## src/rtl/tcb_arbiter.sv

```systemverilog
// tcb_arbiter: N-to-1 TCB arbiter with fixed-priority or round-robin grant, stall lock and delayed response routing
module tcb_arbiter #(
    parameter int unsigned AW         = 32,
    parameter int unsigned DW         = 32,
    parameter int unsigned BW         = DW/8,
    parameter int unsigned PN         = 2,
    parameter logic [15:0] MD         = "FX",
    parameter int unsigned PRI [0:15] = '{0, 1, 2, 3, 4, 5, 6, 7, 8, 9, 10, 11, 12, 13, 14, 15},
    parameter int unsigned DLY        = 1,
    parameter bit          HLD        = 1'b1
) (
    input  logic                  clk,
    input  logic                  rst,
    input  logic [PN-1:0]         s_vld,
    input  logic [PN-1:0]         s_wen,
    input  logic [PN-1:0][AW-1:0] s_adr,
    input  logic [PN-1:0][BW-1:0] s_ben,
    input  logic [PN-1:0][DW-1:0] s_wdt,
    output logic [PN-1:0][DW-1:0] s_rdt,
    output logic [PN-1:0]         s_err,
    output logic [PN-1:0]         s_rdy,
    output logic                  m_vld,
    output logic                  m_wen,
    output logic [AW-1:0]         m_adr,
    output logic [BW-1:0]         m_ben,
    output logic [DW-1:0]         m_wdt,
    input  logic [DW-1:0]         m_rdt,
    input  logic                  m_err,
    input  logic                  m_rdy
);
    localparam int unsigned PW = $clog2(PN);
    localparam bit RR = (MD == "RR");

    logic [PW-1:0]          ptr_q, ptr_d;
    logic [PW-1:0]          lsel_q, lsel_d;
    logic                   lck_q, lck_d;
    logic [DLY-1:0]         rsp_vld_q, rsp_vld_d;
    logic [DLY-1:0][PW-1:0] rsp_sel_q, rsp_sel_d;
    logic [PW-1:0]          arb_sel;
    logic [31:0]            arb_pri;
    logic [PW-1:0]          gnt;
    logic                   xfer;

    // port index p+k taken modulo PN, valid for non-power-of-two PN
    function automatic logic [PW-1:0] wrap(input logic [PW-1:0] p, input int k);
        int t;
        t = int'(p) + k;
        return PW'(t >= int'(PN) ? t - int'(PN) : t);
    endfunction

    // free arbitration: lowest PRI (lower index on ties) or first requester from ptr
    always_comb begin
        arb_sel = '0;
        arb_pri = '1;
        for (int i = PN-1; i >= 0; i--) begin
            if (!RR && s_vld[i] && PRI[i] <= arb_pri) begin
                arb_sel = PW'(i);
                arb_pri = PRI[i];
            end
        end
        for (int k = PN-1; k >= 0; k--) begin
            if (RR && s_vld[wrap(ptr_q, k)]) arb_sel = wrap(ptr_q, k);
        end
    end

    // the lock overrides arbitration; request path and ready are muxed by the grant
    always_comb begin
        gnt = lck_q ? lsel_q : arb_sel;
        m_vld = s_vld[gnt];
        m_wen = m_vld & s_wen[gnt];
        m_adr = m_vld ? s_adr[gnt] : '0;
        m_ben = m_vld ? s_ben[gnt] : '0;
        m_wdt = m_vld ? s_wdt[gnt] : '0;
        s_rdy = '0;
        s_rdy[gnt] = m_rdy;
        xfer = m_vld & m_rdy;
    end

    // next state: rotate ptr past the served port, lock on a stall, push the grant into the response pipe
    always_comb begin
        ptr_d = (RR && xfer) ? wrap(gnt, 1) : ptr_q;
        lck_d = HLD && (lck_q ? !xfer : (m_vld && !m_rdy));
        lsel_d = (HLD && !lck_q && m_vld && !m_rdy) ? gnt : lsel_q;
        rsp_vld_d = (rsp_vld_q << 1) | DLY'(xfer);
        rsp_sel_d = '0;
        rsp_sel_d[0] = gnt;
        for (int i = 1; i < DLY; i++) rsp_sel_d[i] = rsp_sel_q[i-1];
    end

    // route the subordinate response to the port whose transfer is DLY cycles old
    always_comb begin
        s_rdt = '0;
        s_err = '0;
        if (rsp_vld_q[DLY-1]) begin
            s_rdt[rsp_sel_q[DLY-1]] = m_rdt;
            s_err[rsp_sel_q[DLY-1]] = m_err;
        end
    end

    // state registers; reset drops any responses still in flight
    always_ff @(posedge clk) begin
        if (rst) begin
            ptr_q     <= '0;
            lck_q     <= 1'b0;
            lsel_q    <= '0;
            rsp_vld_q <= '0;
            rsp_sel_q <= '0;
        end else begin
            ptr_q     <= ptr_d;
            lck_q     <= lck_d;
            lsel_q    <= lsel_d;
            rsp_vld_q <= rsp_vld_d;
            rsp_sel_q <= rsp_sel_d;
        end
    end
endmodule

```

## config.mk

```make
export PLATFORM = sky130hd
export DESIGN_NAME = tcb_arbiter
export DESIGN_NICKNAME = d
export VERILOG_FILES = /design/src/rtl/tcb_arbiter.sv
export SDC_FILE = /design/constraint.sdc
export NUM_CORES = 1
export LEC_CHECK = 0
export BUFFER_PORTS_ARGS = -buffer_cell sky130_fd_sc_hd__buf_2
export CORE_AREA = 2 2 120 122
export CTS_CLUSTER_SIZE = 20
export DETAILED_ROUTE_END_ITERATION = 7
export DIE_AREA = 0 0 122 124
export PLACE_DENSITY_LB_ADDON = 0.2
export SLEW_MARGIN = 20
export SYNTH_ARGS = -nofsm -noshare
export SYNTH_HDL_FRONTEND = slang
export SYNTH_SLANG_ARGS = --single-unit
```

## constraint.sdc

```tcl
create_clock -name clk -period 1.75 [get_ports clk]
set_clock_uncertainty 0.1 [all_clocks]
set_input_delay 0.0875 -clock clk [delete_from_list [all_inputs] [get_ports clk]]
set_output_delay 0.0875 -clock clk [all_outputs]
set_load 0.02 [all_outputs]
```

==> Word level (Yosys, flattened, before mapping) <==
Index checks and enable logic that the tools add are counted.
{ "classes": {"magnitude_cmp": 5, "muxes": 26, "bitwise": 5, "reduce_logical": 9} }
{ "ops": {"columns": ["op", "count"], "rows": [
  ["32-bit 2-to-1 mux", 8],
  ["64-bit AND", 1],
  ["64-bit 2-to-1 mux", 1],
  ["32-bit demux with 1-bit select", 1],
  ["1-bit by 32-bit <= comparator with 1-bit output (first input constant)", 1],
  ["4-bit 2-to-1 mux", 3],
  ["1-bit 2-to-1 mux", 10],
  ["1-bit logical AND", 6],
  ["2-bit AND", 2],
  ["1-bit by 2-bit < comparator with 1-bit output (second input constant)", 2],
  ["1-bit logical NOT", 3],
  ["1-bit AND", 2],
  ["1-bit demux with 1-bit select", 2],
  ["1-bit >= comparator (second input constant)", 2],
  ["2-bit 2-to-1 mux", 1]
]} }
{ "totals": {"ff_bits": 4, "out_inout_bits": 138, "elab_cells": 49} }

==> Logic depth before layout (Yosys ltp) <==
{ "logic_depth": {"word_depth": 10, "mapped_depth": 6, "depth_no_buf": 3} }

==> Worst setup path before layout <==
OpenSTA, ideal clock, no wires.
{ "synth_path": {"path_type": "reg2out", "startpoint": "reg lsel_q", "endpoint": "out m_wdt[21]", "t_arrival_ns": 1.335, "required_ns": 1.562, "setup_slack_ns": 0.228, "stages_incl_launch_ff": 6, "cell_sequence": "dfxtp_1 -> buf_2 -> nand2_1 -> buf_2 -> buf_2 -> o221ai_1"} }
{ "synth_via": {"elab_chain_len": 4, "elab_cells_between_ends": 6, "classes_between": "mux: 6"} }
{ "synth_lines": {"columns": ["element", "line", "text"], "rows": [
  ["start: declaration", "35", "logic [PW-1:0] lsel_q, lsel_d;"],
  ["start signal: assignment", "111", "lsel_q <= lsel_d;"],
  ["1-bit 2-to-1 mux *", "68", "gnt = lck_q ? lsel_q : arb_sel;"],
  ["32-bit 2-to-1 mux (not written as such) / 1-bit 2-to-1 mux (equally long branches) (2 in a row)", "73, 69", null],
  ["32-bit 2-to-1 mux *", "73", "m_wdt = m_vld ? s_wdt[gnt] : '0;"],
  ["end: declaration", "26", "output logic [DW-1:0] m_wdt,"]
]} }
Every way passes the cells marked *; elsewhere a longest branch is shown, timed or not. The select of a mux whose other input is x is not followed.

==> metrics.md <==
| Metric | Value |
|---|---|
| Outcome | `finished, final reports clean` |
| PD cells | `419 nW/um^2` |
| Num ports | `~310` |
| Critical setup path kind | `register to output port` |
| Yosys top cell area share | `0.236` |
| Die height | `124 um` |
| Main combinational cell family by area after synthesis | `compound AO/OA/AOI/OAI gates` |
| Routed Antenna Nets | `0` |
| Endpoints failing hold | `0` |
| DRT iter0 DRCs | `190` |
| Setup TNS | `0 ns` |
| CTS tree | `done` |
| CP Launch Type | `register` |
| Worst VDD drop | `0.217 mV` |
| Switching part of the total power | `0.459` |
| Top cells by area, synth | `o221ai_1 24%, o22a_1 24%, nand2_1 21%` |
| Compound-Gate Fraction of Synth Area | `0.483` |
| Dpl cells | `roughly 880` |
| Clock slew at reported path FFs | `0.03 ns` |
| Final Critical Period | `between 1.5 and 2 ns` |
| Wire per inst | `between 15 and 20 um` |
| Max Fclk | `around 580 MHz` |
| H-Tree Depth | `1` |
| Worst-path fanout max | `16` |
| DRC errors left | `0` |
| Post-synthesis register bit count | `4` |
| Synth Area in Simple Gates | `0.390` |
| GRT Residual Overflow | `0` |
| Final setup violation count | `0` |
| Drt total wl | `14.5 mm` |
| Comb power frac | `0.764` |
| Number of port buffers | `between 300 and 400` |
| FILL cells | `1562` |
| Sequential area share after synthesis | `0.0313` |
| Register cell area after layout | `82.6 um^2` |
| Placed cell area | `4310 um^2` |
| Total chip power | `between 1.5 and 2 mW` |
| Cells after synthesis | `421` |
| Yosys top cell by area | `o221ai_1` |
| Hold slack | `0.105 ns` |
| Post-Synth XOR/XNOR Area | `0` |
| Pre-CTS setup slack | `0.120 ns` |
| Synth warnings | `0` |
| Die ar. | `15100 um^2` |
| DR vias | `4514` |
| Initial antenna violation count | `1` |
| Max-slew violations | `0` |
| Layout Utilization | `0.335` |
| Worst skew pair latency | `0.22 ns` |
| Pin slew with the least headroom to its limit | `0.479 ns` |
| Number of global-route vias before repair | `4015` |
| Max cap viols | `0` |
| Synth Area per Inst | `6.09 um^2` |
| P_int | `1.04 mW` |
| DP Wirelength | `11.0 mm` |
| Die Span X | `122 um` |
| HP Class | `input pin to register` |
| Clk sink count | `4` |
| Commonest non-fill, non-tap cells in the layout | `260 x buf_2, 139 x nand2_1, 69 x o22a_1` |
| Nets | `879` |
| Via/cell ratio | `5.12` |
| Final period util | `0.980` |
| Gpl congestion | `0.745` |
| Clk network pwr share | `0.182` |
| Final instance area | `between 4000 and 5000 um^2` |
| First-pass GRT wire length | `20.0 mm` |
| Gr usage total | `0.166` |
| Total CTS buffers | `3` |
| RSZ-0062 raised after global routing | `yes` |
| Rel. slew slack | `0.681` |
| Worst setup margin | `0.0354 ns` |
| Synth Net Count | `597` |
| Clk buf depth | `2` |
| Commonest non-fill, non-tap cell in the layout | `buf_2` |
| Worst endpoint required time | `1.56 ns` |
| Post-Syn Area | `2560 um^2` |
| Yosys cell types | `19` |
| Standard-cell row count | `43` |
| Layout cell share with drive strength beyond 1 | `0.486` |
| Final non-filler cell total | `881` |
| Mux contribution to synthesized area | `0.00391` |
| CP arrival | `1.53 ns` |
| Reg power frac | `0.054` |
| Root Buffer | `clkbuf_16` |
| Footprint of the multi-input gates | `2260 um^2` |
| Net Sw Power | `0.886 mW` |
| CP Capture Type | `output port` |
| Core Box Area | `13700 um^2` |
| Drt pass-1 iters | `4` |
| Synth Area in Adders | `0` |
| Ant diodes | `0` |
| Starting Density | `0.187` |
| Layout area overhead | `79.6%` |
| Leakage | `approximately 2.5 nW` |
| Largest net degree at the start of global routing | `slightly above 40` |
-- path summary, 6_finish.rpt --
| check | startpoint | to | slack [ns] | cells past startpoint |
|---|---|---|---|---|
| max reg2reg | register | rsp_vld_q | 0.46 | 3 |
| min | m_rdy | rsp_vld_q | 0.11 | 2 |
| min reg2reg | lsel_q | register | 0.61 | 3 |
| max | register | m_adr[27] | 0.04 | 5 |
-- cells in the mapped netlist --
master and instances:
and3_1 33, or2_1 1, a2bb2oi_1 1, mux2i_1 1, clkbuf_1 36, nor2_1 7, a211oi_1 1, dfxtp_1 4
o22a_1 69, nor4b_1 1, buf_2 9, and2_1 34, a21boi_0 1, buf_1 9, o221ai_1 69, nand2_1 140
a21oi_1 1, nor2b_1 2, buf_6 2
-- cell type report --
cell class              count  share of cell area
well taps                 180              0.0489
repair buffers            333               0.425
flip-flops and latches      4              0.0179
clock buffers               3              0.0163
multi-input cells         361               0.492
-- cell families (layout without fill, tap and decap cells) --
| group | after synthesis | count (layout) |
|---|---|---|
| muxes | 1 | 1 |
| buffers and inverters | 56 | 336 |
| DFF | 4 | 4 |
| AOI/OAI and AO/OA | 142 | 142 |
| and+or+nand+nor | 218 | 218 |
-- critical path: stages (launching register included) --
cell and delay, ns:
dfxtp_2 0.33, or2_4 0.30, clkbuf_16 0.20, o22a_1 0.21
o221ai_1 0.08, buf_4 0.18
-- power groups by stage --
stage	Combinational, mW	Clock [mW]	Sequential (mW)
finish	1.47	0.351	0.104
CTS	1.40	0.358	0.104
floorplan	0.826	0	0.102
global placement	1.35	0	0.104
global route	1.59	0.367	0.105
detailed placement	1.37	0	0.105
-- routing by layer --
layer	global-route usage	up-vias	share of wire
li1	-	2163	-
met2	0.344	198	0.56
met1	0.177	2138	0.36
met5	0	-	0
met3	0.0238	15	0.069
met4	0.0323	0	0.016
-- repair_timing --
action | CTS | global route
hold buffers | 1 | 0
cloned | 1 | 1
setup buffers | 0 | 0
pin swaps | 1 | 0
endpoints found under the hold margin | 4 | 0
gates resized for setup | 8 | 50
setup endpoints to repair | 69 | 33
Note: power is estimated with default switching activity, not from simulation.
